## src/rtl/key_repeat_conditioner.sv

```systemverilog
// Push-button front end: synchronise, debounce, single-key accept,
// one-hot KEY level plus strobes on accept and on hold-to-repeat.
module key_repeat_conditioner #(
    parameter int N_KEYS       = 6,
    parameter int SYNC_STAGES  = 2,
    parameter int DEBOUNCE_CYC = 20,
    parameter int REPEAT_DELAY = 500,
    parameter int REPEAT_RATE  = 200,
    parameter logic [N_KEYS-1:0] REPEAT_MASK = 6'b111100
) (
    input  logic              clk,
    input  logic              reset,
    input  logic [N_KEYS-1:0] KEY_RAW,
    output logic [N_KEYS-1:0] KEY,
    output logic [N_KEYS-1:0] key_pulse,
    output logic              chord
);

    localparam int MAX_AB = (DEBOUNCE_CYC > REPEAT_DELAY) ?
                            DEBOUNCE_CYC : REPEAT_DELAY;
    localparam int MAX_P  = (MAX_AB > REPEAT_RATE) ? MAX_AB : REPEAT_RATE;
    localparam int CW     = $clog2(MAX_P) + 1;

    localparam logic [CW-1:0]     C_ONE = CW'(1);
    localparam logic [CW-1:0]     C_DEB = CW'(DEBOUNCE_CYC);
    localparam logic [CW-1:0]     C_RD  = CW'(REPEAT_DELAY);
    localparam logic [CW-1:0]     C_RR  = CW'(REPEAT_RATE);
    localparam logic [N_KEYS-1:0] K_ONE = N_KEYS'(1);

    typedef enum logic [2:0] {
        IDLE,
        DEB,
        HELD,
        RPT,
        REL
    } state_t;

    logic [SYNC_STAGES-1:0][N_KEYS-1:0] sync_q;
    logic [N_KEYS-1:0] s;
    logic              s_zero;
    logic              s_multi;
    logic              s_onehot;
    logic              s_match;
    logic              rep_ok;

    state_t            state_q, state_d;
    logic [CW-1:0]     cnt_q, cnt_d;
    logic [N_KEYS-1:0] code_q, code_d;
    logic [N_KEYS-1:0] key_d;
    logic [N_KEYS-1:0] pulse_d;

    assign s        = sync_q[SYNC_STAGES-1];
    assign s_zero   = (s == '0);
    assign s_multi  = ((s & (s - K_ONE)) != '0);
    assign s_onehot = !s_zero && !s_multi;
    assign s_match  = (s == code_q);
    assign rep_ok   = |(code_q & REPEAT_MASK);

    // Metastability synchroniser chain on the raw button levels
    always_ff @(posedge clk or posedge reset) begin
        if (reset) begin
            sync_q <= '0;
        end else begin
            sync_q <= {sync_q[SYNC_STAGES-2:0], KEY_RAW};
        end
    end

    // State, counter, latched code and registered outputs
    always_ff @(posedge clk or posedge reset) begin
        if (reset) begin
            state_q   <= IDLE;
            cnt_q     <= '0;
            code_q    <= '0;
            KEY       <= '0;
            key_pulse <= '0;
            chord     <= 1'b0;
        end else begin
            state_q   <= state_d;
            cnt_q     <= cnt_d;
            code_q    <= code_d;
            KEY       <= key_d;
            key_pulse <= pulse_d;
            chord     <= s_multi;
        end
    end

    // Next-state decision
    always_comb begin
        state_d = state_q;
        unique case (state_q)
            IDLE: begin
                if (s_onehot) state_d = DEB;
            end
            DEB: begin
                if (!s_match)            state_d = IDLE;
                else if (cnt_q == C_DEB) state_d = HELD;
            end
            HELD: begin
                if (!s_match)                     state_d = REL;
                else if (rep_ok && cnt_q == C_RD) state_d = RPT;
            end
            RPT: begin
                if (!s_match) state_d = REL;
            end
            REL: begin
                if (s_zero && cnt_q == C_DEB) state_d = IDLE;
            end
            default: state_d = IDLE;
        endcase
    end

    // Counter, code latch and output values for the next edge
    always_comb begin
        cnt_d   = cnt_q;
        code_d  = code_q;
        key_d   = KEY;
        pulse_d = '0;
        unique case (state_q)
            IDLE: begin
                if (s_onehot) begin
                    code_d = s;
                    cnt_d  = C_ONE;
                end
            end
            DEB: begin
                if (!s_match) begin
                    cnt_d = '0;
                end else if (cnt_q == C_DEB) begin
                    key_d   = code_q;
                    pulse_d = code_q;
                    cnt_d   = C_ONE;
                end else begin
                    cnt_d = cnt_q + C_ONE;
                end
            end
            HELD: begin
                if (!s_match) begin
                    key_d = '0;
                    cnt_d = s_zero ? C_ONE : '0;
                end else if (rep_ok) begin
                    if (cnt_q == C_RD) begin
                        pulse_d = code_q;
                        cnt_d   = C_ONE;
                    end else begin
                        cnt_d = cnt_q + C_ONE;
                    end
                end
            end
            RPT: begin
                if (!s_match) begin
                    key_d = '0;
                    cnt_d = s_zero ? C_ONE : '0;
                end else if (cnt_q == C_RR) begin
                    pulse_d = code_q;
                    cnt_d   = C_ONE;
                end else begin
                    cnt_d = cnt_q + C_ONE;
                end
            end
            REL: begin
                key_d = '0;
                if (!s_zero)             cnt_d = '0;
                else if (cnt_q == C_DEB) cnt_d = '0;
                else                     cnt_d = cnt_q + C_ONE;
            end
            default: begin
                key_d = '0;
                cnt_d = '0;
            end
        endcase
    end

endmodule

```

## config.mk

```make
export PLATFORM = sky130hd
export DESIGN_NAME = key_repeat_conditioner
export DESIGN_NICKNAME = d
export VERILOG_FILES = /design/src/rtl/key_repeat_conditioner.sv
export SDC_FILE = /design/constraint.sdc
export NUM_CORES = 1
export LEC_CHECK = 0
export CORE_ASPECT_RATIO = 0.75
export CORE_UTILIZATION = 45
export DETAILED_ROUTE_END_ITERATION = 10
export GPL_TIMING_DRIVEN = 0
export PLACE_DENSITY_LB_ADDON = 0.15
export REMOVE_ABC_BUFFERS = 1
export SYNTH_ARGS = -nofsm -noshare
export SYNTH_HDL_FRONTEND = slang
export SYNTH_SLANG_ARGS = --single-unit
```

## constraint.sdc

```tcl
create_clock -name clk -period 3 [get_ports clk]
set_clock_uncertainty 0.15 [all_clocks]
set_input_delay 0.9 -clock clk [delete_from_list [all_inputs] [get_ports clk]]
set_output_delay 0.9 -clock clk [all_outputs]
set_load 0.005 [all_outputs]
```

* Word level (Yosys, flattened, before mapping)
Index checks and enable logic that the tools add are counted.
Word-level totals: flip-flop bits (word level) 44, input port bits 8, output and inout port bits 13, logic and storage cells 75
Cells by class: $add $sub $neg 2, equal/unequal tests 17, mux-type cells 32, bitwise logic cells 2, reduce and logical (&&, ||, !) cells 14
Operators with widths (number):
- $mux 10 | 10
- $mux 6 | 10
- $pmux 10 s5 | 1
- $pmux 6 s3 | 2
- $mux 3 | 7
- $pmux 3 s5 | 1
- $ne 2x2->1 const B | 6
- $add 10x1->10 const B | 1
- $eq 10x5->1 const B | 1
- $eq 10x8->1 const B | 1
- $eq 10x9->1 const B | 1
- $ne 3x3->1 const B | 3
- $and 6x6->6 | 1
- $eq 3x2->1 const B | 2
- $eq 6x6->1 | 1
- $logic_not 6->1 | 1
- $reduce_bool 6->1 | 1
- $sub 6x1->6 const B | 1
- $reduce_and 5->1 | 1
- $reduce_and 2->1 | 2
- $reduce_and 4->1 | 1
- $reduce_or 4->1 | 1
- $eq 3x1->1 const B | 1
- $eq 3x3->1 const B | 1
- other kinds (6) | 9

* Longest topological paths before layout
depth after elaboration 7, mapped depth 9, mapped depth without buffers 8

* Worst setup path after synthesis
Ideal clock, no wire load.
path type register to register, start register cnt_q[0], end register state_q[0], setup time 0.103 ns, data arrival time 2.215 ns, data required time 2.747 ns, setup slack 0.531 ns, stages on the path, launching flop included 8, buffers on the path 0, period minus slack after synthesis 2.469 ns, cells stage by stage dfrtp_1 inv_1 ha_1 or4b_4 or4_4 o41ai_4 nand4_1 o41ai_2
Between the ends: cells in the longest elaborated chain, start to end 4, elaborated cells on any way between the ends 8, those cells by class 5 x eq/ne; 3 x reduce/logical
RTL lines:
- from (decl) | RTL line 47 | logic [CW-1:0] cnt_q, cnt_d;
- from (signal assigned) | RTL line 79 | cnt_q <= cnt_d;
- $eq 10x9->1 or $eq 10x5->1 (tied branches) | RTL line 100, 96, 106
- $logic_and 1x1->1 (on tied branches) | RTL line 100, 106
- $ne 3x3->1 (no source line) or $ne 2x2->1 (tied branches)
- $reduce_and 5->1 (no source line) (*)
- to (signal assigned) | RTL line 78 | state_q <= state_d;
- to (decl) | RTL line 46 | state_t state_q, state_d;
Mark *: on every way between the ends. The rest lies on a longest branch, timed or not. A chain may end at the register's enable or synchronous reset.

* Worst setup path in the final report
start register cnt_q[0], end register cnt_q[2]
Between the ends: cells in the longest elaborated chain, start to end 5, elaborated cells on any way between the ends 14, those cells by class 1 x add/sub; 3 x eq/ne; 10 x mux
RTL lines:
- $add 10x1->10 or $eq 10x9->1 (tied branches)
- $mux 10 | RTL line 141 | if (cnt_q == C_RD) begin
- $mux 10 | RTL line 140 | end else if (rep_ok) begin
- $mux 10 | RTL line 137 | if (!s_match) begin
- $pmux 10 s5 (*) | RTL line 118 | unique case (state_q)
Mark *: on every way between the ends. The rest lies on a longest branch, timed or not. The select of a mux whose other input is x is not followed.

==> summary.txt <==
Global route
  • Global-route wire length before repair: ~7.6 mm
  • Total GRT Usage: 0.183
  • Largest net degree at the start of global routing: 38
  • Antenna violations before repair: 0
  • Gr ovfl total: 0
  • Vias in the first global route: 1564

Synthesis
  • Synth warnings: 0
  • Yosys top cell by area: dfrtp_1
  • Post-synth cell types: 53
  • Post-synthesis sequential area ratio: 0.483
  • Post-synth top flop: dfrtp_1
  • Cells after synthesis: 223
  • Number of flops mapped to enable cells by yosys: 0
  • Avg Cell Area, Syn: a little over 10 µm²
  • Mapped Area: 0.00228 mm²
  • Ys async rst share: 1.00
  • Yosys reg bits: 44
  • Post-synth top area share: 0.483
  • Top post-synthesis cells by area: dfrtp_1 (48%), nor2_1 (3.5%), nand2_1 (3.1%), mux2_2 (3.0%), and2_1 (2.7%)

Place
  • Placed insts: 290
  • Place WS: 0.268 ns
  • DP HPWL: 3.07 mm
  • GPL Wtd Cong: roughly 0.86
  • Port bufs: 20

Clock tree
  • Max Root-Sink Buffers: 2
  • Htree depth: 2
  • Setup Buffers After CTS: 0
  • CTS buffer count: 5
  • Num Clock Sinks: 44
  • CTS Hold Bufs: 0
  • Root Driver: clkbuf_8
  • Clk_lat worst skew: ~0.29 ns
  • PostCTS Resize Cnt: 0
  • Reg clk slew, reported paths: approximately 0.08 ns
  • CTS tree: done

Power and ir drop
  • Sw power: 0.000528 W
  • Peak supply drop: 0.000256 V
  • Sequential fraction of design power: 0.500
  • Total Power: roughly 0.0016 W
  • P_leak: 1.07 nW
  • Internal power: 0.00106 W
  • Gate power share: 0.280
  • Clock share of power: 0.220
  • Power per cell area: just over 600 mW/mm²
  • Switching Fraction: 0.333

Worst setup path
  • Worst setup SP type: flip-flop
  • CP endpoint kind: flip-flop
  • Crit path required time: 3.03 ns
  • Setup CP Type: reg -> reg
  • WP data arrival: 2.81 ns
  • Critical path peak fanout: 9

Floorplanning
  • Die width: approximately 84 µm
  • Die height: between 60 and 70 µm
  • IO Pins: 21
  • FP Rows: 22
  • Die area: 0.00536 mm²
  • Initial core utilization: 0.468
  • Core box area: between 0.004 and 0.005 mm²

Timing
  • Minimum clock period: 2.79 ns
  • Worst slew pin tran: 0.749 ns
  • Fmax: between 300 and 400 MHz
  • Max-slew violations: 0
  • Rel. slew slack: 0.498
  • RSZ-0062 raised after global routing: false
  • Final period util: 0.929
  • Final Hold Viols: 0
  • Fin worst setup slack: approximately 0.21 ns
  • Setup-failing EPs final: 0
  • Setup TNS: 0 ns

Drt
  • Initial DRC Count: 174
  • Vias: 1660
  • ANT nets after route: 0
  • Total iterations of the first detailed-routing run: 7
  • Via density per instance: roughly 5.6
  • Final WL: 4.26 mm
  • DRC: 2
  • Routed WL per cell: between 10 and 15 µm

Cells and area
  • Fin nets: 247
  • Layout Utilization: 0.529
  • Share of layout cells above drive strength 1: 0.105
  • Layout Cells excl Fill: 297
  • P&R area growth vs syn: 13.1%
  • Ant. Diodes: 0
  • Most frequent cells in the layout: dfrtp_1 (44), nor2_1 (21), clkdlybuf4s50_1 (20), nand2_1 (19), inv_1 (11)
  • Fill cells: 447
  • Most common cell after layout, fill and taps aside: dfrtp_1

Outcome
  • Outcome: finished with violations
  • Failing checks: DRC

Min path
  • Hold Crit Class: reg -> reg

Run
  • Max Cap Viol: 0
worst max-delay path, stage by stage (launching register included):
cell and delay (ns):
dfrtp_1 0.43, inv_1 0.09, ha_1 0.19, or4b_4 0.47, nor4_1 0.39, o32ai_1 0.18, a21oi_2 0.37, o311ai_0 0.17
a32o_1 0.24
power groups by stage:
stage               registers (W)  clock network, W  logic [W]
floorplan                0.000774                 0   0.000315
finish                   0.000793          0.000349   0.000444
detailed placement       0.000804                 0   0.000440
global placement         0.000802                 0   0.000433
CTS                      0.000792          0.000363   0.000442
global route             0.000812          0.000390   0.000502
per-layer routing:
metal	track usage	wire length, µm
met1	0.276	2300
met2	0.260	1730
met3	0.0393	193
met4	0.0560	37
met5	0	0
registers in the layout (all words and copies together) (netlist names):
signal,cells
KEY,6
chord,1
cnt_q,10
code_q,6
key_pulse,6
s,6
state_q,3
sync_q,6
through the flow:
step | cell area, µm² | hold slack [ns]
after floorplan | 2200 | 0.181
after global placement | 2480 | 0.181
after detailed placement | 2500 | 0.185
after CTS | 2580 | 0.204
after global routing | 2580 | 0.213
final | 2580 | 0.199
logic make-up after synthesis:
logic type | Yosys count | share of synthesized area
buffers and inverters | 26 | 0.0543
xor gates and xnor gates | 7 | 0.0269
AOI/OAI and AO/OA | 41 | 0.154
adders and majority gates | 2 | 0.0110
muxes | 12 | 0.0560
and+or+nand+nor | 91 | 0.215
DFF | 44 | 0.483
final timing paths:
path	slack, ns	cells after the start	from	to
worst min register to register	0.20	0	sync_q[1]	s[1]
max in group asynchronous	1.59	3	reset	cnt_q[9]
worst max register to register	0.21	8	cnt_q[0]	cnt_q[2]
worst max-delay path	0.21	8	cnt_q[0]	cnt_q[2]
min in group asynchronous	0.67	2	reset	chord
worst min-delay path	0.20	0	sync_q[1]	s[1]
Yosys cell counts, types with 5 or more instances:
cell,number
clkbuf_1,7
nand2_1,19
and2_1,10
nor2_1,21
mux2i_1,6
mux2_2,6
xnor2_1,6
a21oi_1,5
inv_1,12
dfrtp_1,44
a32o_1,5
nand3_1,7
nor3_1,8
o211ai_1,5
layout make-up:
class | instances | area, µm² | area share
multi-input combinational | 153 | 1050 | 0.409
inverter | 12 | 45.0 | 0.0175
timing repair buffer | 21 | 220 | 0.0854
clock inverter | 2 | 12.5 | 0.00485
clock buffer | 5 | 68.8 | 0.0267
tap | 60 | 75.1 | 0.0291
sequential | 44 | 1100 | 0.427
Power figures use the tool's default switching activity.
==> variant 1: new RTL, same settings <==
Set the parameter `DEBOUNCE_CYC` to 30 (it was 20).
--- a/src/rtl/key_repeat_conditioner.sv
+++ b/src/rtl/key_repeat_conditioner.sv
@@ -5,3 +5,3 @@
     parameter int SYNC_STAGES  = 2,
-    parameter int DEBOUNCE_CYC = 20,
+    parameter int DEBOUNCE_CYC = 30,
     parameter int REPEAT_DELAY = 500,
Check against the original RTL: no difference found for any inputs over 10 cycles, from zero or initial values and one cycle with reset high; that may be too few to reach the edited logic, so the function may still have changed.
==> variant 1 against the original RTL <==
The flow still finishes with violations (design-rule violations). First-iteration DRC count fell by 4.6%. Worst setup slack better by 150 ps. Area after synthesis down 0.82%. Largest cell class unchanged. Critical endpoint unchanged. Cell area is 0.83% higher. Wire length decreased by 1.9%. Synthesized cell count shrank 6.7%. Sequential cell count unchanged.
Power is not compared: it rests on default switching activity, and its combinational part moved more than twofold at a synthesized area within 25%.
==> variant 1: results (changes against the original RTL) <==
[cells_and_area]
antenna_cells_inserted = 0  ; unchanged
largest_register_ff_count = 10  ; unchanged
finalNetCount = 236  ; -4.5%
drive_above_1_share = 0.124  ; +0.0184

[setup_path]
r2r-start = s[2]$_DFF_PP0_
worstPathMaxFanout = 13  ; +4
critical_path_arrival_ps = 2670  ; -140 ps
reg2reg_depth = 6  ; -2

[status]
run_status = finished, violations left
failed_checks = design-rule violations

[power]
vdd_drop_max_mv = 0.321

[synth]
seq_area_frac_synth = 0.487  ; +0.00401
yosys.area_share.xor_xnor = 0.0271  ; +0.000223
post_synth_main_area_contributors = dfrtp_1, a22o_1, a21o_1
yosys-mux-area-fraction = 0.0387  ; -0.0172
share_of_the_synthesized_area_in_compound_gates_ao_oa_aoi_oai = 0.180  ; +0.0262
yosys.cell_types.count = 51  ; -3.8%
synth_commonest_cells = dfrtp_1, nor2_1, a22o_1

[place]
placedInstanceArea_um2 = 2480  ; -0.75%
dp_hpwl_um = 3010  ; -2.0%
pre_cts_slack_ps = 368  ; +100 ps
gp_routability_congestion = 0.815  ; -4.7%

[grt]
track_usage = 0.177  ; -0.00587
maximum_number_of_pins_on_one_net_before_global_route_repair = 45  ; +18%
vias_in_the_first_global_route = 1553  ; -0.70%
grt_first_pass_wirelength_um = 7340  ; -3.6%

[drt]
totalWireLength_um = 4180  ; -1.9%
avgViaCountPerCell = 5.74  ; +2.7%
remaining_drc_errors = 2  ; unchanged
drt-initial-drc-count = 166  ; -4.6%

[worst_hold_path]
worst_hold_path.endpoint = s[3]$_DFF_PP0_
timing.hold.worst.start = sync_q[3]$_DFF_PP0_

[clock_tree]
cts_post_setup_buffers_inserted = 0  ; unchanged
clk_latency_ps = 300

[sta]
max-slew-margin-rel = 0.409  ; -0.0887
setup_viol = 0  ; unchanged

-- variant 1: cell types whose count changed in the layout (fill, tap and decap cells not counted), moves of 5 or more --
cell / change
xnor2_1: -6
nand2_1: -9
xor2_1: +6
a21o_1: +8
and3_1: +5
a32o_1: -5
nor3_1: -6
a22o_1: +13
-- variant 1: cells by family after synthesis --
kind of cell	count (synthesis)
flip-flops	44
XOR/XNOR	7
AND/OR/NAND/NOR	79
adder cells (fa/ha/maj)	4
buffers and inverters	20
multiplexers	8
AO/OA/AOI/OAI	46
-- variant 1: power breakdown --
| group | switching (mW) | internal (mW) | total (mW) | leakage (nW) |
|---|---|---|---|---|
| sequential | 0.0604 | 0.637 | 0.697 | 0.566 |
| combinational | 0.0839 | 0.0912 | 0.175 | 0.489 |
| clock | 0.206 | 0.272 | 0.478 | 0.0614 |
-- variant 1: critical path, stage by stage (launching register included) --
cell and delay, ps:
dfrtp_1 460, xor2_1 180, nor4_2 350, nand2_2 270
o32ai_4 680, nor2b_4 150, a22o_1 270
-- variant 1: worst max-delay path by stage --
stage	cells after the start	end	slack [ps]	from
2_1_floorplan	5	cnt_q[0]$_DFFE_PP0P_	680	s[2]$_DFF_PP0_
3_3_place_gp	2	state_q[2]$_DFFE_PP0P_	110	reset
3_5_place_dp	6	cnt_q[2]$_DFFE_PP0P_	370	s[2]$_DFF_PP0_
4_1_cts	6	cnt_q[2]$_DFFE_PP0P_	340	s[2]$_DFF_PP0_
5_1_grt	6	cnt_q[2]$_DFFE_PP0P_	210	s[2]$_DFF_PP0_
6_report	6	cnt_q[2]$_DFFE_PP0P_	370	s[2]$_DFF_PP0_
-- variant 1: layer usage --
metal / routed length, µm / part of all wire / track usage / vias up
met5: 0 / 0 / 0 / -
met4: 48 / 0.011 / 0.0560 / 0
met3: 241 / 0.058 / 0.0498 / 7
met2: 1800 / 0.43 / 0.256 / 48
met1: 2090 / 0.50 / 0.256 / 791
li1: - / - / - / 779
-- variant 1: layout make-up --
type / instances / area [µm²]
Clock buffer: 6 / 82.6
Clock inverter: 2 / 38.8
Fill cell: 409 / 2050
Inverter: 10 / 37.5
Multi-Input combinational cell: 144 / 1070
Sequential cell: 44 / 1100
Tap cell: 57 / 71.3
Timing Repair Buffer: 20 / 200
-- variant 1: through the flow --
| stage | instances | util | hold WS, ps |
|---|---|---|---|
| 5_1_grt | 283 | 0.559 | 214 |
| 2_1_floorplan | 198 | - | 181 |
| 3_5_place_dp | 275 | 0.533 | 185 |
| 6_report | 283 | 0.559 | 204 |
| 4_1_cts | 283 | 0.559 | 205 |
| 3_3_place_gp | 275 | 0.533 | 183 |
==> variant 2: new RTL, same flow settings <==
Made on the original files. Remove the register `chord`: a continuous assignment takes its place, so the output `chord` follows one clock earlier.
--- a/src/rtl/key_repeat_conditioner.sv
+++ b/src/rtl/key_repeat_conditioner.sv
@@ -75,3 +75,2 @@
             key_pulse <= '0;
-            chord     <= 1'b0;
         end else begin
@@ -82,5 +81,6 @@
             key_pulse <= pulse_d;
-            chord     <= s_multi;
         end
     end
+
+    assign chord = s_multi;
 
Check against the original RTL: not equivalent (a bounded check fails within 4 cycles, from zero or initial values and one cycle with reset high).
==> variant 2 against the original RTL <==
Total power rose by 10%. Wire length grew 4.3%. Clock power is 51% higher. Sequential cell count is 1 lower. Area after synthesis is 1.1% lower. Worst setup slack lost 2.1 ps. Cell area grew 1.9%.
==> variant 2: results (changes against the original RTL) <==
[setup_path]
critical_path_arrival_ps = 2820  ; about the same
r2r-start = s[5]$_DFF_PP0_
worstPathMaxFanout = 12  ; +3
slowest_cp_cell = or4_4
worst_r2r_endpoint = cnt_q[9]$_DFFE_PP0P_
reg2reg_depth = 7  ; -1

[drt]
drt_first_pass_iters = 4  ; -3
routed_wire_length_per_instance_um = 15.1  ; +5.1%
wirelength_met1_um = 2310  ; +0.43%
drt-initial-drc-count = 143  ; -18%
wl_met3_um = 238  ; +23%
route.vias.total = 1676  ; +0.96%
wl_met2_um = 1860  ; +7.6%
totalWireLength_um = 4450  ; +4.3%

[synth]
ys_ff_latch = 43  ; -2.3%
number_of_warnings_issued_by_yosys = 0  ; unchanged
synth_commonest_cells = dfrtp_1, nor2_1, nand2_1
seq_area_frac_synth = 0.477  ; -0.00574
post_synth_main_area_contributors = dfrtp_1, nor2_1, nand2_1
fraction_of_registers_with_async_set_reset = 1.00  ; unchanged
postSynthAreaPerCell_um2 = 10.2  ; -0.65%

[grt]
maximum_number_of_pins_on_one_net_before_global_route_repair = 39  ; +2.6%
global_route.usage.met1 = 0.291  ; +0.0154
grt_util_met2 = 0.268  ; +0.00805
grt_antenna_before_repair = 0  ; unchanged
global_route.usage.met3 = 0.0433  ; +0.00393
vias_in_the_first_global_route = 1587  ; +1.5%
track_usage = 0.191  ; +0.00824
grt_first_pass_wirelength_um = 7860  ; +3.2%

[place]
dp_hpwl_um = 3230  ; +5.2%
post-place-cells = 286  ; -1.4%
placedInstanceArea_um2 = 2470  ; -1.2%
gp_routability_congestion = 0.836  ; -2.3%

[cells_and_area]
clock_tree_area_fraction = 0.0505  ; +0.0189
largest_register_ff_count = 10  ; unchanged
repair_and_plain_buffers = 22  ; +4.8%
seq_area_frac = 0.411  ; -0.0160
area_of_combinational_cells_with_multiple_inputs_um2 = 1070  ; +1.2%
drive_above_1_share = 0.134  ; +0.0290
seq_area_um2 = 1080  ; -1.9%
final-nonclk-buf-share = 0.0877  ; +0.00222
final.clkbuf_count = 6  ; +1
final.fill_count = 414  ; -7.4%

[power]
vdd_drop_max_mv = 0.463  ; +81%
static-leakage-power_nw = 1.09  ; +1.9%
power_switching_share = 0.303  ; -0.0299
power.sequential.fraction = 0.445  ; -0.055

[worst_hold_path]
count_of_cells_along_the_worst_hold_path = 0  ; unchanged
timing.hold.worst.start = sync_q[4]$_DFF_PP0_
worst_hold_path.endpoint = s[4]$_DFF_PP0_

[sta]
max-slew-margin-rel = 0.616  ; +0.118

[status]
run_status = complete, no violations

variant 2: logic make-up after synthesis:
logic type,after synthesis,share of synthesized area
XOR/XNOR,7,0.0272
adder cells (fa/ha/maj),2,0.0111
AO/OA/AOI/OAI,41,0.155
multiplexers,12,0.0566
buffers and inverters,26,0.0549
AND/OR/NAND/NOR,91,0.218
flip-flops,43,0.477
variant 2: worst max path at each step:
stage / from / end / slack (ps) / depth (start not counted)
final: s[5]$_DFF_PP0_ / cnt_q[9]$_DFFE_PP0P_ / 210 / 7
after global routing: s[1]$_DFF_PP0_ / cnt_q[9]$_DFFE_PP0P_ / 40 / 6
after CTS: s[2]$_DFF_PP0_ / chord / 10 / 5
after detailed placement: s[4]$_DFF_PP0_ / chord / 230 / 5
after global placement: reset / cnt_q[8]$_DFFE_PP0P_ / 20 / 2
after floorplan: cnt_q[0]$_DFFE_PP0P_ / state_q[0]$_DFFE_PP0P_ / 530 / 7
variant 2: power by group through the flow:
stage                     sequential [mW]  clock, mW  combinational [mW]
after floorplan                     0.759          0               0.315
after CTS                           0.778      0.540               0.448
final                               0.779      0.526               0.444
after detailed placement            0.790          0               0.445
after global routing                0.797      0.564               0.497
after global placement              0.784          0               0.432
variant 2: critical path, delay by kind of cell (launching register included):
family / cells / cell delay [ps]
simple gates: 4 / 1520
xor+xnor: 1 / 140
compound gates: 1 / 260
flops: 1 / 460
buf+inv: 1 / 150
variant 2: timing repair:
item,4_1_cts,5_1_grt
resized for setup,2,6
pin swaps,0,3
endpoints found under the setup margin,1,1
setup buffers,0,1
variant 2: through the flow:
stage | worst slack, ps | hold WS [ps] | utilization
global placement | 24.5 | 182 | 0.529
floorplan | 527 | 181 | -
detailed placement | 235 | 185 | 0.534
finish | 212 | 203 | 0.568
CTS | 11.7 | 204 | 0.564
global route | 42.1 | 218 | 0.568
